## config.mk

```make
export PLATFORM = sky130hd
export DESIGN_NAME = mpeg_input_stream_bitreader_flat
export DESIGN_NICKNAME = d
export VERILOG_FILES = /design/src/rtl/mpeg_fifo_pkg.sv /design/src/rtl/mpeg_input_stream_bitreader_if.sv /design/src/rtl/mpeg_input_stream_bitreader.sv /design/src/flat_wrapper.sv
export SDC_FILE = /design/constraint.sdc
export NUM_CORES = 1
export LEC_CHECK = 0
export ABC_AREA = 1
export CAP_MARGIN = 20
export CORE_MARGIN = 2
export CORE_UTILIZATION = 30
export CTS_BUF_LIST = sky130_fd_sc_hd__clkbuf_8
export DETAILED_ROUTE_END_ITERATION = 10
export PLACE_DENSITY = 0.54
export SLEW_MARGIN = 20
export SYNTH_ARGS = -nofsm -noshare
export SYNTH_HDL_FRONTEND = slang
export SYNTH_SLANG_ARGS = --single-unit
```

## constraint.sdc

```tcl
create_clock -name clk -period 2.3 [get_ports clk]
set_input_delay 0.46 -clock clk [delete_from_list [all_inputs] [get_ports clk]]
set_output_delay 0.46 -clock clk [all_outputs]
set_load 0.005 [all_outputs]
```

## src/rtl/mpeg_fifo_pkg.sv

```systemverilog
// Shared types and helpers for the 32 KB MPEG input stream FIFO.
// Pointers carry one wrap bit above the address bits so full and empty differ.
package mpeg_fifo_pkg;

  localparam int FIFO_WORDS = 8192;
  localparam int FIFO_BYTES = 32768;

  typedef logic [$clog2(FIFO_BYTES):0] byte_ptr_t;
  typedef logic [$clog2(FIFO_WORDS):0] word_ptr_t;
  typedef logic [6:0]                  level_t;
  typedef logic [5:0]                  len_t;

  localparam level_t WORD_BITS = 7'd32;

  // RAM words are little-endian by byte address; the stream wants address 0 first.
  function automatic logic [31:0] stream_order(input logic [31:0] w);
    return {w[7:0], w[15:8], w[23:16], w[31:24]};
  endfunction

endpackage

```

## src/rtl/mpeg_input_stream_bitreader_if.sv

```systemverilog
// Peek/consume bitstream port between the stream bit reader and the syntax parsers.
// master = bit reader, slave = parser.
interface mpeg_input_stream_bitreader_if;
  import mpeg_fifo_pkg::*;

  logic [31:0] show_bits;
  level_t      level;
  logic        show_valid;
  logic        consume;
  len_t        consume_len;

  modport master (
    output show_bits, level, show_valid,
    input  consume, consume_len
  );

  modport slave (
    input  show_bits, level, show_valid,
    output consume, consume_len
  );

endinterface

```

## src/rtl/mpeg_input_stream_bitreader.sv

```systemverilog
// Read side of the MPEG stream FIFO: fetches whole words from the stream RAM into a
// 64-bit left-aligned buffer and serves them MSB-first with peek/consume semantics.
module mpeg_input_stream_bitreader
  import mpeg_fifo_pkg::*;
#(
  parameter int WORD_AW = 13
) (
  input  logic                  clk,
  input  logic                  reset_n,
  input  logic                  clear,
  input  byte_ptr_t             wr_byte_ptr,
  output byte_ptr_t             rd_byte_ptr,
  output logic [WORD_AW-1:0]    raddr,
  input  logic [31:0]           q,
  mpeg_input_stream_bitreader_if.master strm
);

  logic [63:0] r_buf;
  level_t      r_level;
  word_ptr_t   r_rd_word_ptr;
  logic        r_inflight;
  logic        r_show_valid;

  byte_ptr_t   w_rd_byte_ptr;
  byte_ptr_t   w_byte_gap;
  logic        w_words_avail;
  logic        w_fetch;
  len_t        w_shift;
  level_t      w_level_cons;
  level_t      w_level_next;
  logic [63:0] w_buf_next;

  assign w_rd_byte_ptr = {r_rd_word_ptr, 2'b00};

  always_comb begin
    // Read pointer is word aligned, so a gap of 4+ bytes means a complete word exists.
    w_byte_gap    = wr_byte_ptr - w_rd_byte_ptr;
    w_words_avail = (w_byte_gap >= byte_ptr_t'(4));
    w_fetch       = !r_inflight && (r_level <= WORD_BITS) && w_words_avail && !clear;

    w_shift       = strm.consume ? strm.consume_len : '0;
    w_level_cons  = r_level - level_t'(w_shift);
    w_buf_next    = r_buf << w_shift;
    w_level_next  = w_level_cons;
    // The shift comes first; the returning word lands directly below the remaining bits.
    if (r_inflight) begin
      w_buf_next   = w_buf_next | ({stream_order(q), 32'h0} >> w_level_cons);
      w_level_next = w_level_cons + WORD_BITS;
    end
  end

  always_ff @(posedge clk or negedge reset_n) begin
    if (!reset_n) begin
      r_buf         <= '0;
      r_level       <= '0;
      r_rd_word_ptr <= '0;
      r_inflight    <= 1'b0;
      r_show_valid  <= 1'b0;
    end else if (clear) begin
      r_buf         <= '0;
      r_level       <= '0;
      r_rd_word_ptr <= '0;
      r_inflight    <= 1'b0;
      r_show_valid  <= 1'b0;
    end else begin
      r_buf         <= w_buf_next;
      r_level       <= w_level_next;
      r_show_valid  <= (w_level_next >= WORD_BITS);
      r_inflight    <= w_fetch;
      if (w_fetch) begin
        r_rd_word_ptr <= r_rd_word_ptr + word_ptr_t'(1);
      end
    end
  end

  assign raddr           = r_rd_word_ptr[WORD_AW-1:0];
  assign rd_byte_ptr     = w_rd_byte_ptr;
  assign strm.show_bits  = r_buf[63:32];
  assign strm.level      = r_level;
  assign strm.show_valid = r_show_valid;

endmodule

```

## src/flat_wrapper.sv

```systemverilog
// flat-port wrapper written by rule: the top's interface ports become plain ports
module mpeg_input_stream_bitreader_flat import mpeg_fifo_pkg::*;
#(
  parameter int WORD_AW = 13
)
  (clk, reset_n, clear, wr_byte_ptr, rd_byte_ptr, raddr, q, strm_show_bits, strm_level, strm_show_valid, strm_consume, strm_consume_len);
  mpeg_input_stream_bitreader_if strm_i ();
  input  logic clk;
  input  logic reset_n;
  input  logic clear;
  input  byte_ptr_t wr_byte_ptr;
  output byte_ptr_t rd_byte_ptr;
  output logic [WORD_AW-1:0] raddr;
  input  logic [31:0] q;
  output wire logic [$bits(strm_i.show_bits)-1:0] strm_show_bits;
  output wire logic [$bits(strm_i.level)-1:0] strm_level;
  output wire logic [$bits(strm_i.show_valid)-1:0] strm_show_valid;
  input wire logic [$bits(strm_i.consume)-1:0] strm_consume;
  input wire logic [$bits(strm_i.consume_len)-1:0] strm_consume_len;
  assign strm_show_bits = strm_i.show_bits;
  assign strm_level = strm_i.level;
  assign strm_show_valid = strm_i.show_valid;
  assign strm_i.consume = strm_consume;
  assign strm_i.consume_len = strm_consume_len;
  mpeg_input_stream_bitreader #(.WORD_AW(WORD_AW)) u_core (.clk(clk), .reset_n(reset_n), .clear(clear), .wr_byte_ptr(wr_byte_ptr), .rd_byte_ptr(rd_byte_ptr), .raddr(raddr), .q(q), .strm(strm_i));
endmodule
```

==> metrics.md, run 1 <==
| Metric | Value |
|---|---|
| H-tree depth | 3 |
| Max Fclk | 365.5 MHz |
| Io pins | 127 |
| Max stage delay on crit path | 0.60 ns |
| # setup viols final | 79 |
| Initial antenna violation count | 1 |
| Clk Latency, worst-skew pair | 0.41 ns |
| Fill cells | 4184 |
| Worst path required time | 2.65 ns |
| Vias in the first global route | 13940 |
| CTS Sinks | 87 |
| DR WL/cell | 19.24 um |
| Total GRT Usage | 0.2593 |
| Finished Layout Cells | 2823 |
| Total negative setup slack | -21.43 ns |
| Reg clk slew, reported paths | 0.11 ns |
| Vert. Die Dim | 201.8 um |
| Share of cells above drive strength 1 | 0.2096 |
| Synth Area per Inst | 5.546 sq um |
| Total gr overflow | 0 |
| Reg2reg end | u_core.r_buf[43]$_DFF_PN0_ |
| First-pass GRT wire length | 82110 um |
| Total Die Area | 0.04072 sq mm |
| Period utilization | 1.190 |
| Netlist cell types | 40 |
| Pwr Total | 17.19 mW |
| Unrepaired setup endpoints after global routing | yes |
| Tmin final | 2.736 ns |
| VDD IR max | 0.0008601 V |
| Cell taking the most area after synthesis | nand2_1 |
| Final Util | 0.4153 |
| Critical path class | flop to flop |
| WHS | 0.02660 ns |
| Initial DRC count | 1424 |
| Post-CTS Hold Buffers | 0 |
| Post-synth top area share | 0.2264 |
| Initial core utilization | 0.3037 |
| Iteration count of the initial detailed-routing pass | 6 |
| Area growth, synth to finish | 36.75% |
| Setup crit end kind | flop |
| Site Rows | 72 |
| Final worst slack | -0.4360 ns |
| Outcome | finished, violations left |
| Hold crit path type | primary input to async pin |
| DRT antenna net count | 0 |
| Yosys warnings | 0 |
| Detailed-placement wirelength estimate | 41960 um |
| Yosys reg bits | 87 |
| Worst-path fanout max | 15 |
| Placed Area | 0.01474 sq mm |
| CTS Buffer Depth | 2 |
| Synth area leaders | nand2_1, nand3_1, dfrtp_1 |
| Die width | 201.8 um |
| # nets final | 2379 |
| Register area share after synthesis | 0.1855 |
| Post-route DRC | 0 |
| Dpl cells | 2790 |
| TritonCTS Buffers | 9 |
| Pin count of the biggest net entering global routing | 107 |
| Power Density | 1071 mW/mm^2 |
| Pre-CTS setup slack | -1.148 ns |
| Arrival @ worst endpoint | 3.09 ns |
| Worst setup SP type | flop |
| Static Leak | 7.862 nW |
| Reg-to-Reg Start | u_core.strm.level[0]$_DFF_PN0_ |
| Port bufs | 122 |
| Synth Cell Area | 0.01174 sq mm |
| Worst Skew | 0.02476 ns |
| FF-to-FF path depth | 16 |
| Core ar. | 0.03865 sq mm |
| Fin. max-slew vios | 0 |
| Clk root buf | clkbuf_8 |
| Routed WL | 54310 um |
| Fin. Hold Viols | 0 |
| Rel. slew slack | 0.4958 |
| Via count | 15020 |
| TritonCTS clock tree | done |
| Fin area | 0.01605 sq mm |
| DR vias/cell | 5.320 |
| Post-Syn Instances | 2116 |
| CP cell instances | inv_2 -> ha_4 -> inv_2 -> fa_2 -> inv_2 -> clkbuf_16 -> nand2_1 -> nand2_2 -> o21a_1 -> nand2_1 -> nand3_1 -> nand2_2 -> nand2_2 -> nand3_1 -> nand2_1 -> inv_1 |
| Failing checks | negative setup slack |
| Actual slew at the worst max-slew pin | 0.7562 ns |
| Reg2reg setup slack | -0.44 ns |
| Worst path slowest cell | fa_2 |
| Max cap viols | 0 |
| GP Congestion | 0.9682 |
[how the worst max path moves through the flow]
stage                                       to                            from  slack (ns)
CTS                 u_core.r_buf[38]$_DFF_PN0_  u_core.strm.level[0]$_DFF_PN0_       -0.39
floorplan           u_core.r_buf[15]$_DFF_PN0_                    strm_consume       -0.21
detailed placement  u_core.r_buf[15]$_DFF_PN0_                    strm_consume       -1.15
global placement    u_core.r_buf[15]$_DFF_PN0_                    strm_consume       -1.15
global route        u_core.r_buf[38]$_DFF_PN0_  u_core.strm.level[0]$_DFF_PN0_       -0.52
finish              u_core.r_buf[43]$_DFF_PN0_  u_core.strm.level[0]$_DFF_PN0_       -0.44
[cells by family (layout without fill, tap and decap cells)]
family,count (synthesis),after routing,share of synthesized area
adders and majority gates,22,22,0.02473
buffers and inverters,394,581,0.1530
AOI/OAI and AO/OA,281,281,0.1342
and+or+nand+nor,1312,1312,0.4866
muxes,2,2,0.001706
other,1,3,0.0003195
xor gates and xnor gates,17,17,0.01397
DFF,87,87,0.1855
[layer usage]
metal  up-vias  global-route usage  part of all wire
li1       7302                   -                 -
met1      6989              0.3686              0.45
met2       618              0.3957              0.44
met3       107             0.03354             0.068
met4         2              0.1043             0.042
met5         -                   0           0.00024
[synth_stat cells]
| library cell | instances |
|---|---|
| or2_2 | 7 |
| o211ai_2 | 1 |
| a21boi_0 | 1 |
| fa_1 | 2 |
| a21oi_2 | 1 |
| and3_1 | 1 |
| nor3_1 | 10 |
| inv_2 | 9 |
| o21ai_1 | 85 |
| buf_4 | 54 |
| o21ai_0 | 63 |
| nor2_1 | 53 |
| a21oi_1 | 69 |
| o211ai_1 | 56 |
| a31oi_1 | 1 |
| dfrtp_1 | 87 |
| nand3_2 | 1 |
| nand4_1 | 35 |
| ha_1 | 20 |
| buf_2 | 49 |
| buf_1 | 26 |
| xor2_1 | 13 |
| o21a_1 | 3 |
| clkbuf_1 | 57 |
| xnor2_1 | 2 |
| o21bai_2 | 1 |
| nand3_1 | 469 |
| nand3b_1 | 2 |
| and2_0 | 2 |
| mux2i_1 | 2 |
| conb_1 | 1 |
| nand2_1 | 708 |
| and2_1 | 3 |
| clkinv_1 | 3 |
| xor2_2 | 2 |
| nand2_2 | 2 |
| nor4_1 | 3 |
| or2_1 | 16 |
| inv_1 | 189 |
| buf_6 | 7 |
[sequential cells by signal (all words and copies together) (netlist names)]
name	cells
u_core.strm.show_valid	1
u_core.r_buf	64
u_core.r_inflight	1
u_core.strm.level	7
u_core.r_rd_word_ptr	14
[final cells by class]
| type | count | area, sq um | share of cell area |
|---|---|---|---|
| Inverter | 201 | 768.2 | 0.04787 |
| Antenna cell | 1 | 2.502 | 0.0001559 |
| Multi-Input combinational cell | 1636 | 8665 | 0.5399 |
| Sequential cell | 87 | 2177 | 0.1357 |
| Clock inverter | 7 | 66.31 | 0.004132 |
| Tap cell | 518 | 648.1 | 0.04038 |
| Clock buffer | 9 | 123.9 | 0.007718 |
| Timing Repair Buffer | 364 | 3598 | 0.2242 |
[repair_timing]
action	in CTS	in global routing
cloned	3	3
setup endpoints to repair	82	81
gates resized for setup	163	75
pin swaps	39	35
buffers inserted	7	3
[critical path, delay by kind of cell, from the launching register on]
kind | cells | cell delay [ns]
fa+ha+maj | 2 | 0.74
buf+inv | 5 | 0.50
compound gates | 1 | 0.22
simple gates | 8 | 0.77
flops | 1 | 0.44
[power by group]
group / total, mW / switching [mW] / internal (mW)
Combinational: 13.9 / 8.14 / 5.75
Sequential: 2.13 / 0.328 / 1.80
Clock: 1.17 / 0.748 / 0.420
Total: 17.2 / 9.22 / 7.97
[layout by cell type (no fill, tap or decap), drive strengths merged, types with 3 or more instances in the layout]
| master | instances |
|---|---|
| dlygate4sd2 | 5 |
| ha | 20 |
| nor4 | 3 |
| nand2 | 710 |
| o211ai | 57 |
| or2 | 23 |
| and2 | 5 |
| clkbuf | 12 |
| xor2 | 15 |
| o21a | 3 |
| inv | 201 |
| o21ai | 148 |
| a21oi | 70 |
| nor2 | 53 |
| clkdlybuf4s50 | 114 |
| dfrtp | 87 |
| clkinv | 5 |
| nor3 | 10 |
| nand3 | 470 |
| buf | 238 |
| nand4 | 35 |
(Power assumes the default switching activity.)
==> run 2, diff against run 1 <==
--- a/config.mk
+++ b/config.mk
@@ -12,6 +12,7 @@
 export CTS_BUF_LIST = sky130_fd_sc_hd__clkbuf_8
 export DETAILED_ROUTE_END_ITERATION = 10
 export PLACE_DENSITY = 0.54
+export SETUP_SLACK_MARGIN = 0.05
 export SLEW_MARGIN = 20
 export SYNTH_ARGS = -nofsm -noshare
 export SYNTH_HDL_FRONTEND = slang
==> run 2 against run 1 <==
  * The flow still finishes with violations (negative setup slack)
  * Highest routed layer is now met4
  * Sequential share of layout area down 0.98 points
  * Combinational power up 14%
  * Count of clock-buffer cells in the layout up 3
  * Critical path depth unchanged
  * Utilization up 3.3 points
  * Global-route usage up 0.64 points
  * Worst setup slack better by 0.022 ns
  * Die area unchanged
  * Power up 13%
  * Largest power group unchanged
  * Via count up 3.2%
  * Flip-flop and latch count unchanged
==> metrics.md, run 2 (synthesis gave the netlist of run 1 again) <==
| Metric | Value |
|---|---|
| Core ar. | 0.03865 sq mm |
| Actual slew at the worst max-slew pin | 0.7637 ns |
| Leading cell type in the layout, fill and taps excluded | nand2_1 |
| Static Leak | 8.318 nW |
| Total GRT Usage | 0.2657 |
| Area of the multi-input gates | 0.009599 sq mm |
| Post-route DRC | 0 |
| Final worst slack | -0.4141 ns |
| Fin. max-slew vios | 0 |
| Io pins | 127 |
| TritonCTS Buffers | 9 |
| Routed WL | 56040 um |
| Worst setup SP type | flop |
| TritonCTS clock tree | done |
| Port bufs | 122 |
| # setup viols final | 79 |
| Period utilization | 1.180 |
| CTS Sinks | 87 |
| # nets final | 2404 |
| GP Congestion | 0.9628 |
| Unrepaired setup endpoints after global routing | yes |
| Total Die Area | 0.04072 sq mm |
| Outcome | finished, violations left |
| Via count | 15500 |
| Max Fclk | 368.4 MHz |
| CTS Buffer Depth | 2 |
| Worst Skew | 0.02369 ns |
| Max reg flops | 64 |
| Vias in the first global route | 14150 |
| Total negative setup slack | -19.85 ns |
| Largest Register | u_core.r_buf |
| Finished Layout Cells | 2848 |
| Post-CTS Hold Buffers | 0 |
| Area growth, synth to finish | 47.68% |
| DR WL/cell | 19.68 um |
| Share of cells above drive strength 1 | 0.2842 |
| Most frequent cells in the layout | nand2_1, nand3_1, buf_4 |
| Arrival @ worst endpoint | 3.06 ns |
| Initial core utilization | 0.3037 |
| Fin. Hold Viols | 0 |
| Critical path class | flop to flop |
| Tmin final | 2.714 ns |
| Clk Latency, worst-skew pair | 0.43 ns |
| Total gr overflow | 0 |
| DR vias/cell | 5.441 |
| Hold crit path type | primary input to async pin |
| Initial antenna violation count | 0 |
| Worst path required time | 2.64 ns |
| Worst-path fanout max | 5 |
| Rel. slew slack | 0.4909 |
| H-tree depth | 3 |
| Fill cells | 4061 |
| Iteration count of the initial detailed-routing pass | 6 |
| Failing checks | negative setup slack |
| Pre-CTS setup slack | -1.139 ns |
| Setup crit end kind | flop |
| Pin count of the biggest net entering global routing | 94 |
| Dpl cells | 2786 |
| Initial DRC count | 1588 |
| Reg clk slew, reported paths | 0.12 ns |
| Detailed-placement wirelength estimate | 42110 um |
| First-pass GRT wire length | 83990 um |
| Power Density | 1117 mW/mm^2 |
| Site Rows | 72 |
| Vert. Die Dim | 201.8 um |
| Max cap viols | 0 |
| VDD IR max | 0.0006646 V |
| Clk root buf | clkbuf_8 |
| Pwr Total | 19.37 mW |
| Die width | 201.8 um |
| DRT antenna net count | 0 |
| Register Area | 0.002181 sq mm |
-- run 2: cell count changes in the layout (fill, tap and decap cells not counted), moves of 20 or more --
cell     change
nand3_2     +51
nand2_2     +32
buf_6       +20
nand3_1     -69
nand2_1     -58
nand2_4     +24
-- run 2: worst paths after layout --
kind / slack, ns / cells after the start / to / startpoint
setup / recovery: -0.41 / 16 / u_core.r_buf[16]$_DFF_PN0_ / u_core.strm.level[0]$_DFF_PN0_
hold / removal: 0.03 / 1 / u_core.r_buf[39]$_DFF_PN0_ / reset_n
setup reg to reg: -0.41 / 16 / u_core.r_buf[16]$_DFF_PN0_ / u_core.strm.level[0]$_DFF_PN0_
hold reg to reg: 0.62 / 3 / u_core.r_rd_word_ptr[11]$_DFFE_PN0P_ / u_core.r_rd_word_ptr[11]$_DFFE_PN0P_
max in group asynchronous: 1.61 / 2 / u_core.r_buf[53]$_DFF_PN0_ / reset_n
min in group clk: 0.62 / 3 / u_core.r_rd_word_ptr[11]$_DFFE_PN0P_ / u_core.r_rd_word_ptr[11]$_DFFE_PN0P_
-- run 2: area by class of cell --
type                       count  area share
multi-input combinational   1636      0.5539
timing repair buffer         389      0.2247
sequential                    87      0.1258
inverter                     201     0.04555
tap                          518     0.03740
clock buffer                  12    0.009529
clock inverter                 4    0.003032
antenna                        1   0.0001444
-- run 2: layer usage --
metal / global-route usage / wire (um) / vias up / share of wire
li1: - / - / 7355 / -
met1: 0.3651 / 24420 / 7319 / 0.44
met2: 0.4232 / 25440 / 705 / 0.45
met3: 0.03918 / 4152 / 117 / 0.074
met4: 0.09428 / 2025 / 0 / 0.036
met5: 0 / 0 / - / 0
-- run 2: report_power, final --
part / total, mW / switching [mW] / internal, mW
clock: 1.30 / 0.706 / 0.594
sequential: 2.13 / 0.323 / 1.81
combinational: 15.9 / 9.27 / 6.66
total: 19.4 / 10.3 / 9.06
-- run 2: through the flow --
stage / cell area (sq um) / hold slack [ns] / utilization
floorplan: 12100 / 0.1644 / -
global placement: 14720 / 0.5163 / 0.3809
detailed placement: 14720 / 0.5135 / 0.3809
CTS: 16560 / 0.04676 / 0.4285
global route: 17330 / 0.05603 / 0.4484
finish: 17330 / 0.02718 / 0.4485
-- run 2: critical path, stage by stage (launching register included) --
cell     delay [ns]
dfrtp_1        0.46
inv_2          0.11
ha_4           0.12
inv_2          0.04
fa_2           0.40
xor2_4         0.27
buf_6          0.16
buf_6          0.14
buf_4          0.13
nand3_2        0.10
o21ai_4        0.10
nand2_1        0.14
nand2_1        0.09
nand2_1        0.05
nand2_1        0.06
nand3_2        0.10
a21oi_4        0.17
-- run 2: what timing repair did --
item | in CTS | in global routing
setup endpoints to repair | 82 | 82
gates cloned | 9 | 3
endpoints found under the hold margin | 0 | 0
pin swaps | 102 | 71
setup buffers | 23 | 17
gates resized for setup | 317 | 159
==> run 3, diff against run 2 <==
--- a/config.mk
+++ b/config.mk
@@ -11,7 +11,7 @@
 export CORE_UTILIZATION = 30
 export CTS_BUF_LIST = sky130_fd_sc_hd__clkbuf_8
 export DETAILED_ROUTE_END_ITERATION = 10
-export PLACE_DENSITY = 0.54
+export PLACE_DENSITY = 0.53
 export SETUP_SLACK_MARGIN = 0.05
 export SLEW_MARGIN = 20
 export SYNTH_ARGS = -nofsm -noshare
==> constraint.sdc (replaced) <==
create_clock -name clk -period 3.3 [get_ports clk]
set_input_delay 0.66 -clock clk [delete_from_list [all_inputs] [get_ports clk]]
set_output_delay 0.66 -clock clk [all_outputs]
set_load 0.005 [all_outputs]
==> run 3 against run 2 <==
  * The run now ends clean
  * Clock skew is 0.0079 ns higher
  * Sequential share of layout area rose by 2.3 points
  * Clock power is 36% lower
  * Via count decreased by 7.2%
  * Worst setup slack better by 0.53 ns
  * Largest power group unchanged
  * Largest cell class unchanged
==> metrics.md, run 3 (synthesis gave the netlist of run 1 again) <==
| Metric | Value |
|---|---|
| Initial antenna violation count | 3 |
| Share of power burned in registers | 0.145 |
| Outcome | completed |
| # setup viols final | 0 |
| # nets final | 2325 |
| Largest Register | u_core.r_buf |
| Site Rows | 72 |
| Metal3 WL | 3032 um |
| Port bufs | 122 |
| Worst setup SP type | primary input |
| P_int | 4.566 mW |
| Max cap viols | 0 |
| Pre-CTS setup slack | -0.4243 ns |
| Area growth, synth to finish | 24.94% |
| Initial DRC count | 1385 |
| Die width | 201.8 um |
| Post-CTS Hold Buffers | 0 |
| Vias in the first global route | 13240 |
| Switching power | 5.302 mW |
| Total GRT Usage | 0.2403 |
| Iteration count of the initial detailed-routing pass | 6 |
| Fin. Hold Viols | 0 |
| Io pins | 127 |
| Power Density | 673.0 mW/mm^2 |
| CTS Sinks | 87 |
| Actual slew at the worst max-slew pin | 0.7753 ns |
| Most frequent cells in the layout | nand2_1, nand3_1, inv_1 |
| Unrepaired setup endpoints after global routing | yes |
| CTS Buffer Depth | 2 |
| DR vias/cell | 5.194 |
| Pin count of the biggest net entering global routing | 78 |
| Period utilization | 0.9641 |
| Comb power frac | 0.770 |
| Arrival @ worst endpoint | 3.48 ns |
| Vert. Die Dim | 201.8 um |
| Total Die Area | 0.04072 sq mm |
| Hold crit path type | primary input to async pin |
| VDD IR max | 0.0003930 V |
| Sw frac | 0.5373 |
| Clock power frac | 0.084 |
| Worst Skew | 0.03156 ns |
| Critical path class | primary input to flop |
| Setup crit end kind | flop |
| Initial core utilization | 0.3037 |
| Static Leak | 7.330 nW |
| Rel. slew slack | 0.4831 |
| Max Used Layer | met5 |
| Reg clk slew, reported paths | 0.12 ns |
| Clk root buf | clkbuf_8 |
| Routed WL | 49260 um |
| Max Fclk | 314.3 MHz |
| GP Congestion | 0.9641 |
| TritonCTS Buffers | 9 |
| Core ar. | 0.03865 sq mm |
| DR WL/cell | 17.80 um |
| DRT antenna net count | 0 |
| Worst-path fanout max | 19 |
| Worst path required time | 3.60 ns |
| Post-route DRC | 0 |
| # diodes | 0 |
| Via count | 14380 |
| Share of cells above drive strength 1 | 0.1151 |
| Total gr overflow | 0 |
| Final worst slack | 0.1186 ns |
| TritonCTS clock tree | done |
| M1 WL | 23180 um |
| H-tree depth | 3 |
| Met2 wire length | 21740 um |
| Tmin final | 3.181 ns |
| Max reg flops | 64 |
| Final Util | 0.3794 |
| Clk Latency, worst-skew pair | 0.43 ns |
| First-pass GRT wire length | 76510 um |
| Fin. max-slew vios | 0 |
| Leading cell type in the layout, fill and taps excluded | nand2_1 |
| Fill cells | 4329 |
| Detailed-placement wirelength estimate | 39290 um |
-- run 3: cell types whose count changed in the layout (fill, tap and decap cells not counted), moves of 8 or more --
cell     delta
nand3_1   +129
nand2_1   +110
nand3_2   -106
nand2_2    -78
buf_6      -34
buf_4      -30
nand2_4    -30
a21oi_1    +24
nand3_4    -23
a21oi_2    -19
nor2_1     +14
inv_1      +13
inv_2       -9
o21ai_1     +8
-- run 3: worst paths after layout --
path	endpoint	cells past startpoint	slack, ns	from
max	u_core.r_buf[31]$_DFF_PN0_	17	0.12	strm_consume_len[0]
max in group asynchronous	u_core.strm.level[0]$_DFF_PN0_	2	2.25	reset_n
max reg2reg	u_core.r_buf[38]$_DFF_PN0_	16	0.59	u_core.strm.level[0]$_DFF_PN0_
min in group clk	u_core.r_rd_word_ptr[13]$_DFFE_PN0P_	2	0.60	u_core.r_rd_word_ptr[13]$_DFFE_PN0P_
min	u_core.r_buf[47]$_DFF_PN0_	1	0.30	reset_n
min reg2reg	u_core.r_rd_word_ptr[13]$_DFFE_PN0P_	2	0.60	u_core.r_rd_word_ptr[13]$_DFFE_PN0P_
-- run 3: final cells by class --
cell class / count / area [sq um] / share of cell area
Clock buffer: 9 / 123.9 / 0.008448
Clock inverter: 7 / 81.33 / 0.005547
Inverter: 201 / 757.0 / 0.05163
Multi-Input combinational cell: 1636 / 7910 / 0.5395
Sequential cell: 87 / 2177 / 0.1485
Tap cell: 518 / 648.1 / 0.04420
Timing Repair Buffer: 310 / 2965 / 0.2022
-- run 3: repair_timing --
action / CTS / global route
cloned: 0 / 1
pin swaps: 0 / 3
buffers inserted: 0 / 1
resized for setup: 3 / 33
endpoints found under the setup margin: 10 / 59
-- run 3: metrics by stage --
stage	hold slack, ns	setup TNS, ns	area [sq um]	power, mW	cells
after floorplan	0.3644	0	11740	5.706	2117
after global placement	0.5645	-21.49	14300	8.789	2750
after detailed placement	0.5841	-21.70	14300	8.809	2750
after CTS	0.2905	0	14510	9.690	2766
after global routing	0.3213	0	14660	10.69	2768
final	0.2954	0	14660	9.869	2768
-- run 3: layer usage --
metal / up-vias / global-route usage
li1: 7186 / -
met1: 6601 / 0.3448
met2: 518 / 0.3760
met3: 69 / 0.02789
met4: 2 / 0.07379
met5: - / 0
-- run 3: power groups by stage --
stage / Clock, mW / Sequential [mW] / Combinational (mW)
3_3_place_gp: 0 / 1.45 / 7.34
2_1_floorplan: 0 / 1.39 / 4.32
3_5_place_dp: 0 / 1.45 / 7.36
6_report: 0.833 / 1.43 / 7.60
4_1_cts: 0.858 / 1.43 / 7.40
5_1_grt: 0.901 / 1.46 / 8.33
-- run 3: critical path: stages --
cell	delay, ns
clkdlybuf4s50_1	0.50
nand2_4	0.08
inv_4	0.11
ha_1	0.15
inv_1	0.06
fa_2	0.57
buf_4	0.14
clkbuf_16	0.17
nand2_1	0.08
nand3_1	0.08
o21ai_0	0.08
buf_4	0.17
or2_2	0.28
nand3_1	0.07
nand3_1	0.08
nand2_1	0.11
a21oi_1	0.07
